## config.mk

```make
export PLATFORM = sky130hd
export DESIGN_NAME = dmem_arbiter
export DESIGN_NICKNAME = d
export VERILOG_FILES = /design/src/rtl/dmem_pkg.sv /design/src/rtl/dmem_rr_arb2.sv /design/src/rtl/dmem_arbiter.sv
export SDC_FILE = /design/constraint.sdc
export NUM_CORES = 1
export LEC_CHECK = 0
export BUFFER_PORTS_ARGS = -buffer_cell sky130_fd_sc_hd__buf_2
export CAP_MARGIN = 20
export CORE_AREA = 2 2 110 112
export CTS_CLUSTER_DIAMETER = 50
export DETAILED_ROUTE_END_ITERATION = 6
export DIE_AREA = 0 0 112 114
export PLACE_DENSITY = 0.44
export SLEW_MARGIN = 20
export SYNTH_ARGS = -nofsm -noshare
export SYNTH_HDL_FRONTEND = slang
export SYNTH_SLANG_ARGS = --single-unit
```

## constraint.sdc

```tcl
create_clock -name clk -period 1.3 [get_ports clk]
set_input_delay 0.13 -clock clk [delete_from_list [all_inputs] [get_ports clk]]
set_output_delay 0.13 -clock clk [all_outputs]
set_load 0.01 [all_outputs]
```

## src/rtl/dmem_pkg.sv

```systemverilog
// Shared encodings, arbiter states, request payload type and the alignment
// check used by the data-memory arbiter.
package dmem_pkg;

   // Load size encodings as understood by dmem RSel
   localparam logic [2:0] RSEL_W  = 3'd0;
   localparam logic [2:0] RSEL_H  = 3'd1;
   localparam logic [2:0] RSEL_B  = 3'd2;
   localparam logic [2:0] RSEL_HU = 3'd3;
   localparam logic [2:0] RSEL_BU = 3'd4;

   // Store size encodings as understood by dmem WSel
   localparam logic [1:0] WSEL_W  = 2'd0;
   localparam logic [1:0] WSEL_H  = 2'd1;
   localparam logic [1:0] WSEL_B  = 2'd2;

   // Arbiter states
   localparam logic [1:0] ST_ARB   = 2'd0;
   localparam logic [1:0] ST_LOCK  = 2'd1;
   localparam logic [1:0] ST_FORCE = 2'd2;

   // One requester's access description
   typedef struct packed {
      logic        we;
      logic [31:0] addr;
      logic [31:0] wdata;
      logic [2:0]  rsel;
      logic [1:0]  wsel;
   } req_payload_t;

   // Word accesses need addr[1:0]==0, halfword accesses need addr[0]==0;
   // byte accesses are always aligned.
   function automatic logic misaligned(input logic       we,
                                       input logic [2:0] rsel,
                                       input logic [1:0] wsel,
                                       input logic [1:0] a);
      logic m;
      m = 1'b0;
      if (we) begin
         if (wsel == WSEL_W)
            m = (a != 2'b00);
         else if (wsel == WSEL_H)
            m = a[0];
      end else begin
         if (rsel == RSEL_W)
            m = (a != 2'b00);
         else if ((rsel == RSEL_H) || (rsel == RSEL_HU))
            m = a[0];
      end
      return m;
   endfunction

endpackage

```

## src/rtl/dmem_rr_arb2.sv

```systemverilog
// Two-way round-robin arbiter. An enabled priority override hands the grant
// to prio_port whenever that port requests; otherwise a tie goes to the port
// that did not win last time.
module dmem_rr_arb2 (
   input  logic [1:0] req,
   input  logic       last_winner,
   input  logic       prio_en,
   input  logic       prio_port,
   output logic [1:0] gnt
);

   // One-hot (or zero) grant selection
   always_comb begin
      gnt = 2'b00;
      if (prio_en && req[prio_port]) begin
         gnt = prio_port ? 2'b10 : 2'b01;
      end else if (req == 2'b11) begin
         gnt = last_winner ? 2'b01 : 2'b10;
      end else begin
         gnt = req;
      end
   end

endmodule

```

## src/rtl/dmem_arbiter.sv

```systemverilog
// Shares the single-port data memory between the CPU load/store unit (port 0)
// and the DMA/debug loader (port 1). One access per cycle, read data returned
// one cycle after grant, bounded bus lock for port 1, misaligned accesses
// answered with an error instead of being issued.
module dmem_arbiter
   import dmem_pkg::*;
#(
   parameter int MAX_LOCK = 16,
   parameter int CNT_W    = 5
) (
   input  logic        clk,
   input  logic        rst_n,
   input  logic        p0_req,
   input  logic        p0_we,
   input  logic [31:0] p0_addr,
   input  logic [31:0] p0_wdata,
   input  logic [2:0]  p0_rsel,
   input  logic [1:0]  p0_wsel,
   output logic        p0_gnt,
   output logic        p0_rvalid,
   output logic        p0_err,
   input  logic        p1_req,
   input  logic        p1_we,
   input  logic [31:0] p1_addr,
   input  logic [31:0] p1_wdata,
   input  logic [2:0]  p1_rsel,
   input  logic [1:0]  p1_wsel,
   input  logic        p1_lock,
   output logic        p1_gnt,
   output logic        p1_rvalid,
   output logic        p1_err,
   output logic [31:0] rdata,
   output logic [31:0] mem_addr,
   output logic [31:0] mem_dataw,
   output logic        mem_wen,
   output logic [2:0]  mem_rsel,
   output logic [1:0]  mem_wsel,
   input  logic [31:0] mem_datar
);

   req_payload_t     pl [2];
   req_payload_t     win_pl;
   logic [1:0]       req;
   logic [1:0]       gnt;
   logic [1:0]       mis;
   logic [1:0]       state_reg, state_next;
   logic [CNT_W-1:0] lock_cnt_reg, lock_cnt_next, cnt_inc;
   logic             last_winner_reg;
   logic             lock_hold;
   logic             prio_en, prio_port;
   logic             win;
   logic [1:0]       rvalid_reg, err_reg;

   assign req   = {p1_req, p0_req};
   assign pl[0] = '{we: p0_we, addr: p0_addr, wdata: p0_wdata, rsel: p0_rsel, wsel: p0_wsel};
   assign pl[1] = '{we: p1_we, addr: p1_addr, wdata: p1_wdata, rsel: p1_rsel, wsel: p1_wsel};

   genvar gi;
   generate
      for (gi = 0; gi < 2; gi++) begin : g_port
         assign mis[gi] = misaligned(pl[gi].we, pl[gi].rsel, pl[gi].wsel, pl[gi].addr[1:0]);
      end
   endgenerate

   // Port 1 keeps the bus while locked; the forced-release cycle favours port 0
   assign lock_hold = (state_reg == ST_LOCK) && p1_req && p1_lock;
   assign prio_en   = lock_hold || (state_reg == ST_FORCE);
   assign prio_port = (state_reg != ST_FORCE);

   dmem_rr_arb2 u_rr (
      .req         (req),
      .last_winner (last_winner_reg),
      .prio_en     (prio_en),
      .prio_port   (prio_port),
      .gnt         (gnt)
   );

   assign cnt_inc = lock_cnt_reg + CNT_W'(1);

   // Lock FSM: entry on a locked port 1 grant, count locked grants, force release at MAX_LOCK
   always_comb begin
      state_next    = ST_ARB;
      lock_cnt_next = '0;
      if (state_reg == ST_FORCE) begin
         state_next    = ST_ARB;
         lock_cnt_next = '0;
      end else if (lock_hold) begin
         lock_cnt_next = cnt_inc;
         state_next    = (cnt_inc == CNT_W'(MAX_LOCK)) ? ST_FORCE : ST_LOCK;
      end else if (gnt[1] && p1_lock) begin
         lock_cnt_next = CNT_W'(1);
         state_next    = (CNT_W'(1) == CNT_W'(MAX_LOCK)) ? ST_FORCE : ST_LOCK;
      end
   end

   assign win    = gnt[1];
   assign win_pl = pl[win];

   // Steer the winner's payload to the memory; idle bus drives zeros
   always_comb begin
      mem_addr  = '0;
      mem_dataw = '0;
      mem_wen   = 1'b0;
      mem_rsel  = '0;
      mem_wsel  = '0;
      if (|gnt) begin
         mem_addr  = win_pl.addr;
         mem_dataw = win_pl.wdata;
         mem_wen   = win_pl.we & ~mis[win];
         mem_rsel  = win_pl.rsel;
         mem_wsel  = win_pl.wsel;
      end
   end

   // State, round-robin history and the one-deep rvalid/err pipeline
   always_ff @(posedge clk) begin
      if (!rst_n) begin
         state_reg       <= ST_ARB;
         lock_cnt_reg    <= '0;
         last_winner_reg <= 1'b1;
         rvalid_reg      <= '0;
         err_reg         <= '0;
      end else begin
         state_reg    <= state_next;
         lock_cnt_reg <= lock_cnt_next;
         if (|gnt)
            last_winner_reg <= gnt[1];
         for (int i = 0; i < 2; i++) begin
            rvalid_reg[i] <= gnt[i] & (~pl[i].we | mis[i]);
            err_reg[i]    <= gnt[i] & mis[i];
         end
      end
   end

   assign p0_gnt    = gnt[0];
   assign p1_gnt    = gnt[1];
   assign p0_rvalid = rvalid_reg[0];
   assign p1_rvalid = rvalid_reg[1];
   assign p0_err    = err_reg[0];
   assign p1_err    = err_reg[1];
   assign rdata     = mem_datar;

endmodule

```

==> impl_metrics.toml <==
[clocking]
cts_buffers = 3
tritoncts = "yes"
cts_buffer_depth = 2
clk-insertion-delay-late_ns = 0.24
clkSinkCount = 12
htree_levels = 1
clock_tree.root_cell = "clkbuf_16"
clkTransAtPathRegs_ns = 0.05

[global_routing]
grt_first_pass_wirelength_um = 12460
grt_usage_pct = 12.74
grt_pass1_vias = 2105
grt_max_degree = 31
overflow = 0
antenna_found_initial = 0

[finish]
fin_util_pct = 24.79
drive_above_1_share_pct = 68.78
largest_reg_flops = 5
synthToLayoutAreaGrowth_pct = 93.66
fin_cells = 525
finalNetCount = 558
n_antenna_cell = 0

[setup_path]
critPathTopFamily = "buffers and inverters"
crit_required_ns = 1.17
timing.rr.end = "err_reg[0]"
crit_chain = "nand4b_1, o211ai_2, inv_4, buf_12, a22o_1, buf_2"
timing_worst_setup_path_type = "register to output pin"
r2r_cells = 6
endpoint = "mem_addr[27]"
critical_path_arrival_ns = 1.60
ff2ff_setup_slack_ns = -0.04
worstSetupStartpoint = "state_reg[1]"
worst-path-buf-inv = 3
path_depth = 6
slowest_delay_ns = 0.32
endpoint_kind = "output pin"
crit_fanout = 19
cp-start-kind = "register"
worstReg2RegStart = "state_reg[1]"
crit_slowest_cell = "dfxtp_2"

[route]
dr.pass1.iters = 4
drtAntennaViolNets = 0
vias_per_cell = 4.343
drc_errors = 0
drt-wirelength-per-cell_um = 17.64
wl_um = 9263
drt-initial-drc-count = 112
vias = 2280

[sta]
period_share_pct = 133.1
rsz0062_at_grt = "yes"
slew_viol_final = 0
fin_skew_ns = 0.003205
hold_viol = 0
tightest_slew_ns = 0.4437
setup_viol = 75
max_slew_margin_pct = 70.24
fmax_ghz = 0.5780
min_period_ns = 1.730
fin_ws_ns = -0.4302

[synthesis]
synth_cell_types = 37
synth_top_cell_by_area = "a22o_1"
synth_top_family_by_area = "compound AO/OA/AOI/OAI gates"
synthAdderAreaFrac_pct = 1.669
synth-compound-area-share_pct = 49.67
syn_inst = 182
synth_area_um2 = 1499
netlist_top_cells_area = "a22o_1 39%, buf_4 17%, dfxtp_1 16%, buf_2 3.0%, inv_1 2.0%"
yosysTopAreaCellShare_pct = 38.56
synthSimpleGateAreaFrac_pct = 7.846
synth-xor-area-share_pct = 1.753
synth-seq-area-share_pct = 16.03
yosysWarningCount = 0
syn_nets = 361
synth.avg_cell_area_um2 = 8.236
muxShareOfSynthArea_pct = 0
ys_ff_latch = 12

[floorplanning]
die_w_um = 112
die_h_um = 114
rows = 40
start_util_pct = 12.80
io_pins = 285
dieArea_um2 = 12770
core_um2 = 11710

[power_and_ir_drop]
power.density_nw_per_um2 = 759.6
p_leak_nw = 1.618
ir_worst_vdd_mv = 0.3044

[worst_hold_path]
hold_path_class = "input port to register"

[place]
hpwl_um = 8044
placed_cells = 519
gp_congestion = 0.8019
pre_cts_ws_ns = -0.2527
io_buffers = 220

[run_status]
status = "finished with violations"
violations = "negative setup slack"

[flow_run]
cap_violations = 0
## synthesized netlist by cell type, drive strengths merged
cell type / instances
a22o: 66
buf: 42
dfxtp: 12
inv: 10
o21ai: 5
a21oi: 4
clkbuf: 4
nand2: 4
nor2: 4
a211oi: 3
ha: 2
nand2b: 2
nand3: 2
nor2b: 2
xor2: 2
a21bo: 1
a41oi: 1
and3: 1
nand3b: 1
nand4: 1
nand4b: 1
nor3: 1
nor3b: 1
nor4b: 1
o2111a: 1
o211a: 1
o211ai: 1
o21a: 1
o221ai: 1
o22ai: 1
o311ai: 1
o32ai: 1
xnor2: 1
## how the worst min path moves through the flow
| stage | startpoint | endpoint | slack, ns | cells past startpoint |
|---|---|---|---|---|
| 3_5_place_dp | mem_datar[15] | rdata[15] | 0.26 | 0 |
| 3_3_place_gp | mem_datar[15] | rdata[15] | 0.26 | 0 |
| 6_report | p0_we | err_reg[0] | 0.12 | 2 |
| 5_1_grt | p0_we | err_reg[0] | 0.14 | 2 |
| 2_1_floorplan | rst_n | last_winner_reg | 0.23 | 1 |
| 4_1_cts | p0_we | err_reg[0] | 0.12 | 2 |
## final cells by class
type                            count  area, um2
Fill cell                        1282       8808
Timing Repair Buffer              238       1343
Multi-Input combinational cell    114      996.0
Sequential cell                    12      244.0
Tap cell                          147      183.9
Clock buffer                        4      88.84
Inverter                           10      47.55
## cells by family after synthesis
kind of cell	Yosys count
fa+ha+maj	2
compound gates	88
simple gates	21
xor+xnor	3
buf+inv	56
flops	12
## per-stage QoR
step	TNS [ns]	power (mW)	area, um2	hold slack, ns
finish	-27.43	2.205	2903	0.1224
detailed placement	-10.38	1.501	2671	0.2601
CTS	-28.50	2.199	2831	0.1243
floorplan	-1.386	0.9990	1523	0.2322
global route	-32.61	2.327	2903	0.1370
global placement	-8.388	1.499	2671	0.2601
## worst register-to-register path: cells and delay by family, from the launching register on
family          cells  cell delay (ns)
buf+inv             2             0.28
compound gates      3             0.40
flops               1             0.32
simple gates        1             0.25
## per-layer routing
layer  wire length (um)  vias up  track usage [%]
met4                 38        0            1.545
met2               4455      144            21.45
li1                   -     1067                -
met1               3940     1065            17.06
met3                828        4            3.188
met5                  0        -                0
## power by group
group / total [mW] / internal (mW) / switching [mW] / leakage (nW)
logic: 1.18 / 0.610 / 0.569 / 1.47
clock network: 0.638 / 0.465 / 0.172 / 0.0442
registers: 0.388 / 0.382 / 0.00610 / 0.0992
## repair_timing
| action | 4_1_cts | 5_1_grt |
|---|---|---|
| resized for setup | 12 | 13 |
| pin swaps | 1 | 2 |
| gates cloned | 1 | 0 |
| endpoints found under the setup margin | 76 | 79 |
| buffers inserted | 0 | 1 |
| hold buffers | 0 | 0 |
## cells in the final DEF (no fill, tap or decap), types with 2 or more instances in the layout
cell         n
clkbuf_16    3
a22o_1      66
o21ai_1      2
inv_1        8
buf_4       10
nand2_1      2
nor2_1       4
nand2_2      2
buf_2      216
dfxtp_2      3
xor2_1       2
a21oi_1      4
a211oi_1     3
nand3_1      2
buf_12       4
buf_6        7
dfxtp_1      9
Power figures use the tool's default switching activity.
